[src/rtl/bsg_downstream_rx_fifo_if.sv]
// Handshake bundle for the downstream receiver: IO flit side, core word side and status.
// Signal widths are derived from the same parameters the receiver uses.
interface bsg_downstream_rx_fifo_if #(
   parameter int IO_W  = 8,
   parameter int RATIO = 4,
   parameter int DEPTH = 64
);
   localparam int AW     = $clog2(DEPTH);
   localparam int CORE_W = IO_W * RATIO;

   logic              io_valid_in;
   logic [IO_W-1:0]   io_data_in;
   logic              io_token_out;
   logic              core_valid_out;
   logic [CORE_W-1:0] core_data_out;
   logic              core_ready;
   logic [AW:0]       occupancy;
   logic              overflow_err;

   modport slave (
      input  io_valid_in, io_data_in, core_ready,
      output io_token_out, core_valid_out, core_data_out, occupancy, overflow_err
   );

   modport master (
      output io_valid_in, io_data_in, core_ready,
      input  io_token_out, core_valid_out, core_data_out, occupancy, overflow_err
   );
endinterface

[src/rtl/bsg_downstream_rx_fifo.sv]
// Downstream receiver: circular flit buffer, RATIO-flit little-endian word assembly,
// batched credit return, sticky overflow flag and occupancy reporting.
module bsg_downstream_rx_fifo #(
   parameter int IO_W        = 8,
   parameter int RATIO       = 4,
   parameter int DEPTH       = 64,
   parameter int TOKEN_BATCH = 4
) (
   input logic                   clk,
   input logic                   rst_n,
   bsg_downstream_rx_fifo_if.slave bus
);
   localparam int AW     = $clog2(DEPTH);
   localparam int CORE_W = IO_W * RATIO;
   localparam int SW     = $clog2(RATIO);
   localparam int TW     = (TOKEN_BATCH > 1) ? $clog2(TOKEN_BATCH) : 1;
   localparam logic [SW-1:0] SUB_LAST   = SW'(RATIO - 1);
   localparam logic [TW-1:0] FREED_LAST = TW'(TOKEN_BATCH - 1);

   logic [IO_W-1:0]             mem [DEPTH];
   logic [AW:0]                 wptr, rptr, occ;
   logic [SW-1:0]               sub;
   logic [TW-1:0]               freed;
   logic [RATIO-2:0][IO_W-1:0]  shadow;
   logic [CORE_W-1:0]           core_data;
   logic                        core_valid, token, overflow;
   logic                        full, empty, wr_en, rd_en, rd_last;
   logic [IO_W-1:0]             rd_data;

   // Occupancy never exceeds DEPTH, so its MSB alone marks full.
   assign occ     = wptr - rptr;
   assign full    = occ[AW];
   assign empty   = (occ == '0);
   assign wr_en   = bus.io_valid_in && !full;
   assign rd_last = (sub == SUB_LAST);
   assign rd_en   = !empty && (!rd_last || !core_valid || bus.core_ready);
   assign rd_data = mem[rptr[AW-1:0]];

   assign bus.occupancy      = occ;
   assign bus.overflow_err   = overflow;
   assign bus.io_token_out   = token;
   assign bus.core_valid_out = core_valid;
   assign bus.core_data_out  = core_data;

   always_ff @(posedge clk) begin
      if (wr_en) mem[wptr[AW-1:0]] <= bus.io_data_in;
   end

   always_ff @(posedge clk or negedge rst_n) begin
      if (!rst_n) begin
         wptr       <= '0;
         rptr       <= '0;
         sub        <= '0;
         freed      <= '0;
         shadow     <= '0;
         core_data  <= '0;
         core_valid <= 1'b0;
         token      <= 1'b0;
         overflow   <= 1'b0;
      end else begin
         token <= 1'b0;
         if (wr_en) wptr <= wptr + 1'b1;
         if (bus.io_valid_in && full) overflow <= 1'b1;
         // A final-flit read in the same cycle overrides the accept-driven clear.
         if (core_valid && bus.core_ready) core_valid <= 1'b0;
         if (rd_en) begin
            rptr <= rptr + 1'b1;
            if (freed == FREED_LAST) begin
               freed <= '0;
               token <= 1'b1;
            end else begin
               freed <= freed + 1'b1;
            end
            if (rd_last) begin
               core_data  <= {rd_data, shadow};
               core_valid <= 1'b1;
               sub        <= '0;
            end else begin
               shadow[sub] <= rd_data;
               sub         <= sub + 1'b1;
            end
         end
      end
   end
endmodule
[src/flat_wrapper.sv]
// flat-port wrapper written by rule: the top's interface ports become plain ports
module bsg_downstream_rx_fifo_flat 
#(
   parameter int IO_W        = 8,
   parameter int RATIO       = 4,
   parameter int DEPTH       = 64,
   parameter int TOKEN_BATCH = 4
)
  (clk, rst_n, bus_io_valid_in, bus_io_data_in, bus_core_ready, bus_io_token_out, bus_core_valid_out, bus_core_data_out, bus_occupancy, bus_overflow_err);
  bsg_downstream_rx_fifo_if #(.IO_W(IO_W), .RATIO(RATIO), .DEPTH(DEPTH)) bus_i ();
  input logic clk;
  input logic rst_n;
  input wire logic [$bits(bus_i.io_valid_in)-1:0] bus_io_valid_in;
  input wire logic [$bits(bus_i.io_data_in)-1:0] bus_io_data_in;
  input wire logic [$bits(bus_i.core_ready)-1:0] bus_core_ready;
  output wire logic [$bits(bus_i.io_token_out)-1:0] bus_io_token_out;
  output wire logic [$bits(bus_i.core_valid_out)-1:0] bus_core_valid_out;
  output wire logic [$bits(bus_i.core_data_out)-1:0] bus_core_data_out;
  output wire logic [$bits(bus_i.occupancy)-1:0] bus_occupancy;
  output wire logic [$bits(bus_i.overflow_err)-1:0] bus_overflow_err;
  assign bus_i.io_valid_in = bus_io_valid_in;
  assign bus_i.io_data_in = bus_io_data_in;
  assign bus_i.core_ready = bus_core_ready;
  assign bus_io_token_out = bus_i.io_token_out;
  assign bus_core_valid_out = bus_i.core_valid_out;
  assign bus_core_data_out = bus_i.core_data_out;
  assign bus_occupancy = bus_i.occupancy;
  assign bus_overflow_err = bus_i.overflow_err;
  bsg_downstream_rx_fifo #(.IO_W(IO_W), .RATIO(RATIO), .DEPTH(DEPTH), .TOKEN_BATCH(TOKEN_BATCH)) u_core (.clk(clk), .rst_n(rst_n), .bus(bus_i));
endmodule
[config.mk]
export PLATFORM = sky130hd
export DESIGN_NAME = bsg_downstream_rx_fifo_flat
export DESIGN_NICKNAME = d
export VERILOG_FILES = /design/src/rtl/bsg_downstream_rx_fifo_if.sv /design/src/rtl/bsg_downstream_rx_fifo.sv /design/src/flat_wrapper.sv
export SDC_FILE = /design/constraint.sdc
export NUM_CORES = 1
export LEC_CHECK = 0
export ABC_AREA = 1
export ABC_CLOCK_PERIOD_IN_PS = 4200
export CAP_MARGIN = 20
export CORE_ASPECT_RATIO = 0.9
export CORE_MARGIN = 3
export CORE_UTILIZATION = 61
export DETAILED_ROUTE_END_ITERATION = 12
export HOLD_SLACK_MARGIN = 0.02
export PLACE_DENSITY_LB_ADDON = 0.1
export SETUP_SLACK_MARGIN = 0.05
export SKIP_CTS_REPAIR_TIMING = 1
export SYNTH_ARGS = -nofsm -noshare
export SYNTH_HDL_FRONTEND = slang
export SYNTH_SLANG_ARGS = --single-unit
[constraint.sdc]
create_clock -name clk -period 4.2 [get_ports clk]
set_clock_uncertainty 0.05 [all_clocks]
set_input_delay 0.42 -clock clk [delete_from_list [all_inputs] [get_ports clk]]
set_output_delay 0.42 -clock clk [all_outputs]
set_load 0.02 [all_outputs]
==> implementation parameters, run 1 <==
Parameter                              Value

Yosys
  Largest area contributor in the netlist    sky130_fd_sc_hd__edfxtp_1
  Top cell type's share of synthesized area    60.7%
  Fraction of the yosys area taken by sequential cells    68.3%
  Count of unique library cells instantiated by Yosys    32
  Cell count after synthesis    2499
  Number of enable-type register cells in the synthesized netlist    512
  Leading cell types by total area after synthesis    sky130_fd_sc_hd__edfxtp_1, sky130_fd_sc_hd__nand2_1, sky130_fd_sc_hd__dfrtp_1
  Warnings from Yosys    0
  Mean instance size in the synthesized netlist    10.1 um^2
  Primary FF master, synth    sky130_fd_sc_hd__edfxtp_1
  Asr flop ratio synth    13.1%
  Flop and latch count out of synthesis    589
  Mapped Nets    2525
  Summed instance area of the synthesized netlist    25300 um^2

Cells and area
  Final net count    2580
  Commonest cells after routing, fill and taps aside    sky130_fd_sc_hd__nand2_1, sky130_fd_sc_hd__edfxtp_1, sky130_fd_sc_hd__inv_1
  Commonest non-fill, non-tap cell in the layout    sky130_fd_sc_hd__nand2_1
  Post-route cell area    28400 um^2
  P&R area growth vs syn    11.9%
  Fraction of layout cells with a size suffix above 1    6.80%
  Filler cells    2989
  Inserted Diodes    0

Clock network
  Worst-Skew Late Latency    620 ps
  Clock Root Buffer    sky130_fd_sc_hd__clkbuf_16
  CTS tree    built
  Clock-pin transition on the worst setup and hold timing paths    60 ps
  Maximum clock path buffer count    3
  Number of H-tree branching levels    2
  Sinks on the clock net    589
  Total clock buffers created by CTS    57

Timing
  Max Fclk    0.268 GHz
  Final count of pins violating max slew    0
  Accumulated negative setup slack    0 ps
  Actual transition at the worst max-transition pin    1110 ps
  Min Tclk post-route    3730 ps
  Period utilisation layout    88.7%
  Slew Limit Headroom    25.8%
  RSZ-0062 raised after global routing    no
  Final setup vio count    0
  Hold slack final    353 ps
  Number of hold violations in the final report    0
  Worst-case setup margin in the final layout    475 ps

Placement
  Final HPWL DP    37400 um
  Global placer's final weighted congestion    0.972
  PortBufs    53
  Post-detailed-placement cell area    26400 um^2
  Placement Setup Slack    661 ps

Global route
  Final global-route overflow total    0
  Number of global-route vias before repair    16700
  Maximum number of pins on one net before global-route repair    222
  Global-route wire length before repair    94300 um
  Global routing usage summed across all routing layers    27.9%
  Number of antenna violations at the first check in global routing    1

Pwr
  Switching power    7890 uW
  Switching share of power    39.3%
  Power Density    708 nW/um^2
  Internal power summed over all cells    12200 uW
  Static Leak    0.0120 uW
  Max IR drop VDD    0.563 mV
  Clock share of power    26.0%
  Share of power burned in combinational logic    38.6%
  Share of power burned in registers    35.5%

Routing
  Final WL    61700 um
  DRC violations left    0
  Drt first pass iters    9
  Detailed-route via count    17400
  Number of routed nets with antenna violations    0
  Drt via density    5.55
  Average wire length per cell after detail routing    19.6 um
  Starting DRT DRC Count    2374

Critical path
  Data arrival, critical path    3260 ps
  CP max stage cell    sky130_fd_sc_hd__clkdlybuf4s50_1
  Buffers and inverters on the worst path    4
  Worst setup path class    register to primary output
  Most used cell, CP    sky130_fd_sc_hd__nand2_1
  Critical path cell sequence    inv_4 > buf_12 > ha_1 > nand3_1 > nand2_1 > nand2_1 > nand2_1 > nand2_1 > nand2_1 > inv_1 > clkdlybuf4s50_1
  Crit path max fanout    134
  Top delay family on crit path    buffers and inverters
  FF-to-FF setup slack    570 ps
  Cell count of the worst reg-to-reg path    11
  Critical path launch point type    register
  Worst flop-to-flop path endpoint    u_core.mem[20][6]$_DFFE_PP_
  CP required    3730 ps
  Worst path max stage delay    610 ps
  Worst reg2reg path startpoint    u_core.wptr[0]$_DFFE_PN0P_
  Kind of capture point of the worst setup path    primary output

Hold path
  Cell count of the worst hold path    1
  Worst hold path type    input port to register
  Hold Crit Endpoint    u_core.mem[9][6]$_DFFE_PP_
  Hold path startpoint    bus_io_data_in[6]

Floorplan
  Floorplan Core Area    40800 um^2
  Die extent in y    199 um
  DIE WIDTH    221 um
  Starting utilization of the core area    62.1%
  Num rows    70
  Overall die area    44000 um^2
  Number of top-level pins    54

Outcome
  Status    complete, no violations

Run
  Number of violations of the max-capacitance limit    0
[synth_stat cells (6+ instances only)]
| cell type | instances |
|---|---|
| sky130_fd_sc_hd__buf_4 | 10 |
| sky130_fd_sc_hd__dfrtp_1 | 77 |
| sky130_fd_sc_hd__buf_1 | 7 |
| sky130_fd_sc_hd__inv_1 | 276 |
| sky130_fd_sc_hd__nand2_1 | 881 |
| sky130_fd_sc_hd__ha_1 | 13 |
| sky130_fd_sc_hd__nor2_1 | 229 |
| sky130_fd_sc_hd__edfxtp_1 | 512 |
| sky130_fd_sc_hd__xor2_1 | 10 |
| sky130_fd_sc_hd__o21ai_1 | 24 |
| sky130_fd_sc_hd__or2_2 | 6 |
| sky130_fd_sc_hd__clkbuf_1 | 32 |
| sky130_fd_sc_hd__buf_2 | 62 |
| sky130_fd_sc_hd__a21oi_1 | 18 |
| sky130_fd_sc_hd__nand3_1 | 258 |
| sky130_fd_sc_hd__o21ai_0 | 54 |
[worst register-to-register path: cells and delay by family, from the launching register on]
family / cells / cell delay (ps)
and+or+nand+nor: 7 / 2020
DFF: 1 / 410
buffers and inverters: 2 / 200
adders and majority gates: 2 / 590
[kinds of logic after synthesis]
kind of cell / Yosys count / share of synthesized area [%]
compound gates: 98 / 1.96
xor+xnor: 13 / 0.449
fa+ha+maj: 14 / 0.721
buf+inv: 394 / 6.29
flops: 589 / 68.3
simple gates: 1391 / 22.3
[power groups by stage]
stage                     Sequential [uW]  Clock, uW  Combinational [uW]
after floorplan                      7330          0                4880
after global placement               7210          0                7500
after detailed placement             7230          0                7630
after CTS                            7110       5260                7660
after global routing                 7160       5490                8520
final                                7110       5210                7740
[through the flow]
stage	util, %	cells	total power, uW
3_3_place_gp	64.8	3034	14700
5_1_grt	69.5	3143	21200
3_5_place_dp	64.8	3034	14900
2_1_floorplan	-	2499	12200
6_report	69.5	3143	20100
4_1_cts	69.4	3142	20000
[how the worst max path moves through the flow]
stage | from | end | cells after the start
floorplan | u_core.rptr[1]$_DFFE_PN0N_ | u_core.mem[40][0]$_DFFE_PP_ | 12
global placement | u_core.wptr[0]$_DFFE_PN0P_ | u_core.mem[53][3]$_DFFE_PP_ | 11
detailed placement | u_core.wptr[0]$_DFFE_PN0P_ | u_core.mem[20][4]$_DFFE_PP_ | 11
CTS | u_core.rptr[1]$_DFFE_PN0N_ | bus_occupancy[5] | 11
global route | u_core.rptr[1]$_DFFE_PN0N_ | bus_occupancy[5] | 11
finish | u_core.rptr[1]$_DFFE_PN0N_ | bus_occupancy[5] | 11
[flip-flops by register name, summed over array words and instances, names as in the netlist]
register                   count
u_core.bus.overflow_err        1
u_core.shadow                 24
u_core.bus.core_valid_out      1
u_core.sub                     2
u_core.bus.io_token_out        1
u_core.bus.core_data_out      32
u_core.mem                   512
u_core.freed                   2
u_core.rptr                    7
u_core.wptr                    7
[area by class of cell]
class / count / area, um^2 / share of cell area [%]
clock buffers: 71 / 1550 / 5.45
clock inverters: 37 / 363 / 1.28
inverters: 283 / 1070 / 3.77
multi-input cells: 1516 / 6440 / 22.7
flip-flops and latches: 589 / 17300 / 61.1
well taps: 540 / 676 / 2.38
repair buffers: 107 / 946 / 3.34
[routing by layer]
| metal | part of all wire [%] | global-route usage (%) |
|---|---|---|
| met1 | 41 | 39.4 |
| met5 | 0 | 0 |
| met2 | 46 | 45.0 |
| met3 | 9.4 | 5.48 |
| met4 | 2.9 | 8.54 |
Note: power is estimated with default switching activity, not from simulation.
==> run 2, diff against run 1 <==
--- a/config.mk
+++ b/config.mk
@@ -6,7 +6,7 @@
 export NUM_CORES = 1
 export LEC_CHECK = 0
 export ABC_AREA = 1
-export ABC_CLOCK_PERIOD_IN_PS = 4200
+export ABC_CLOCK_PERIOD_IN_PS = 3600
 export CAP_MARGIN = 20
 export CORE_ASPECT_RATIO = 0.9
 export CORE_MARGIN = 3
==> constraint.sdc (replaced) <==
create_clock -name clk -period 3.6 [get_ports clk]
set_clock_uncertainty 0.05 [all_clocks]
set_input_delay 0.36 -clock clk [delete_from_list [all_inputs] [get_ports clk]]
set_output_delay 0.36 -clock clk [all_outputs]
set_load 0.02 [all_outputs]
==> run 2 against run 1 <==
Net effect:
- sequential cell count did not move
- cell count is the same
- first-iteration DRC count grew 0.88%
==> implementation parameters, run 2 (synthesis gave the netlist of run 1 again) <==
Parameter                              Value

Cells and area
  Fraction of layout cells with a size suffix above 1    6.68% (-0.12 points)
  P&R area growth vs syn    12.1%
  Max FFs per register    512 (unchanged)
  Commonest cells after routing, fill and taps aside    sky130_fd_sc_hd__nand2_1, sky130_fd_sc_hd__edfxtp_1, sky130_fd_sc_hd__inv_1
  Inserted Diodes    0 (unchanged)
  Commonest non-fill, non-tap cell in the layout    sky130_fd_sc_hd__nand2_1
  Final net count    2584 (+0.16%)
  Final Instance Count excl. Fillers    3143 (unchanged)

Clock network
  CTS tree    built
  Worst-Skew Late Latency    620 ps (about the same)
  Number of H-tree branching levels    2 (unchanged)
  Maximum clock path buffer count    3 (unchanged)
  Clock Root Buffer    sky130_fd_sc_hd__clkbuf_16
  Sinks on the clock net    589 (unchanged)
  Total clock buffers created by CTS    57 (unchanged)
  Clock-pin transition on the worst setup and hold timing paths    60 ps (about the same)

Timing
  Slew Limit Headroom    35.9% (+10 points)
  Hold slack final    273 ps (-80.0 ps)
  Period utilisation layout    92.7%
  Accumulated negative setup slack    0 ps (unchanged)
  Worst-case setup margin in the final layout    263 ps (-212 ps)
  RSZ-0062 raised after global routing    no
  Actual transition at the worst max-transition pin    962 ps (-152 ps)
  Min Tclk post-route    3340 ps
  Max Fclk    0.300 GHz
  Number of hold violations in the final report    0 (unchanged)
  Final count of pins violating max slew    0 (unchanged)
  Final setup vio count    0 (unchanged)

Floorplan
  DIE WIDTH    221 um (unchanged)
  Starting utilization of the core area    62.1% (unchanged)
  Die extent in y    199 um (unchanged)
  Floorplan Core Area    40800 um^2 (unchanged)
  Overall die area    44000 um^2 (unchanged)
  Number of top-level pins    54 (unchanged)
  Num rows    70 (unchanged)

Routing
  Starting DRT DRC Count    2395 (+0.88%)
  Final WL    63000 um (+2.1%)
  Number of routed nets with antenna violations    0 (unchanged)
  Average wire length per cell after detail routing    20.0 um (+2.1%)
  DRC violations left    0 (unchanged)
  Detailed-route via count    17500 (+0.33%)
  Drt first pass iters    6 (-3)
  Drt via density    5.57 (+0.33%)

Run
  Number of violations of the max-capacitance limit    0 (unchanged)

Global route
  Global-route wire length before repair    95000 um (+0.70%)
  Number of global-route vias before repair    16600 (-0.35%)
  Global routing usage summed across all routing layers    28.4% (+0.41 points)
  Maximum number of pins on one net before global-route repair    191 (-14%)
  Number of antenna violations at the first check in global routing    0 (-1)
  Final global-route overflow total    0 (unchanged)

Critical path
  Kind of capture point of the worst setup path    primary output
  Worst flop-to-flop path endpoint    u_core.mem[30][7]$_DFFE_PP_
  End point of the critical path    bus_occupancy[6]
  Data arrival, critical path    2930 ps (-330 ps)
  Worst setup path class    register to primary output
  Worst reg2reg path startpoint    u_core.wptr[0]$_DFFE_PN0P_
  Critical path launch point type    register
  Crit path max fanout    5 (-96%)
  CP required    3190 ps (-540 ps)
  Critical path origin    u_core.wptr[0]$_DFFE_PN0P_
  Cell count of the worst reg-to-reg path    12 (+1)
  FF-to-FF setup slack    300 ps (-270 ps)

Placement
  PortBufs    53 (unchanged)
  Final HPWL DP    36900 um (-1.4%)
  Cell Count Post-Placement    3037 (+0.099%)
  Placement Setup Slack    215 ps (-446 ps)
  Global placer's final weighted congestion    0.912 (-6.2%)

Pwr
  Static Leak    0.0120 uW (about the same)
  Max IR drop VDD    0.601 mV (+6.7%)
  Power Density    827 nW/um^2 (+17%)

Outcome
  Status    complete, no violations

Hold path
  Worst hold path type    input port to register
## run 2: cell count changes in the layout (fill, tap and decap cells not counted), moves of 2 or more
cell                         change
sky130_fd_sc_hd__clkbuf_8        -2
sky130_fd_sc_hd__clkinvlp_4      +2
sky130_fd_sc_hd__clkinv_2        -8
sky130_fd_sc_hd__buf_4           +7
sky130_fd_sc_hd__clkinv_1        +4
sky130_fd_sc_hd__buf_2           -5
## run 2: metrics by stage
step,util [%],area (um^2),power (uW)
floorplan,-,25300,14300
global placement,64.9,26500,17300
detailed placement,64.9,26500,17400
CTS,69.4,28300,23400
global route,69.6,28400,24800
finish,69.6,28400,23500
## run 2: final cells by class
type | instances | area [um^2]
Sequential cell | 589 | 17300
Fill cell | 3034 | 12400
Multi-Input combinational cell | 1516 | 6450
Clock buffer | 68 | 1490
Inverter | 283 | 1070
Timing Repair Buffer | 111 | 1030
Tap cell | 540 | 676
Clock inverter | 36 | 369
## run 2: metal layers
metal | vias to the layer above | share of wire, % | global-route usage (%)
met3 | 126 | 9.6 | 5.70
met1 | 8321 | 41 | 40.4
met4 | 0 | 3.0 | 8.99
li1 | 8212 | - | -
met2 | 841 | 46 | 44.9
met5 | - | 0 | 0
## run 2: worst min-delay path by stage
stage                                  start                                        to  slack [ps]  cells past startpoint
2_1_floorplan                          rst_n   u_core.bus.core_data_out[0]$_DFFE_PN0P_          10                      0
5_1_grt                    bus_io_data_in[3]                u_core.mem[9][3]$_DFFE_PP_         260                      1
6_report                   bus_io_data_in[3]                u_core.mem[9][3]$_DFFE_PP_         270                      1
3_3_place_gp   u_core.shadow[23]$_DFFE_PN0P_  u_core.bus.core_data_out[23]$_DFFE_PN0P_         400                      2
3_5_place_dp   u_core.shadow[16]$_DFFE_PN0P_  u_core.bus.core_data_out[16]$_DFFE_PN0P_         410                      2
4_1_cts                                rst_n  u_core.bus.core_data_out[12]$_DFFE_PN0P_        -140                      1
## run 2: report_power, final
part | total [uW] | leakage, uW | internal [uW] | switching, uW
Clock | 5960 | 0.000900 | 3440 | 2510
Combinational | 9210 | 0.00552 | 2740 | 6470
Sequential | 8310 | 0.00556 | 7990 | 320
## run 2: critical path, cell delays in order, from the launching register on
cell,delay [ps]
sky130_fd_sc_hd__dfrtp_1,410
sky130_fd_sc_hd__inv_1,130
sky130_fd_sc_hd__ha_1,160
sky130_fd_sc_hd__inv_1,60
sky130_fd_sc_hd__fa_1,420
sky130_fd_sc_hd__nand4_1,130
sky130_fd_sc_hd__nand3_1,80
sky130_fd_sc_hd__nand2_1,110
sky130_fd_sc_hd__nand2_2,110
sky130_fd_sc_hd__inv_1,80
sky130_fd_sc_hd__clkdlybuf4s50_1,630
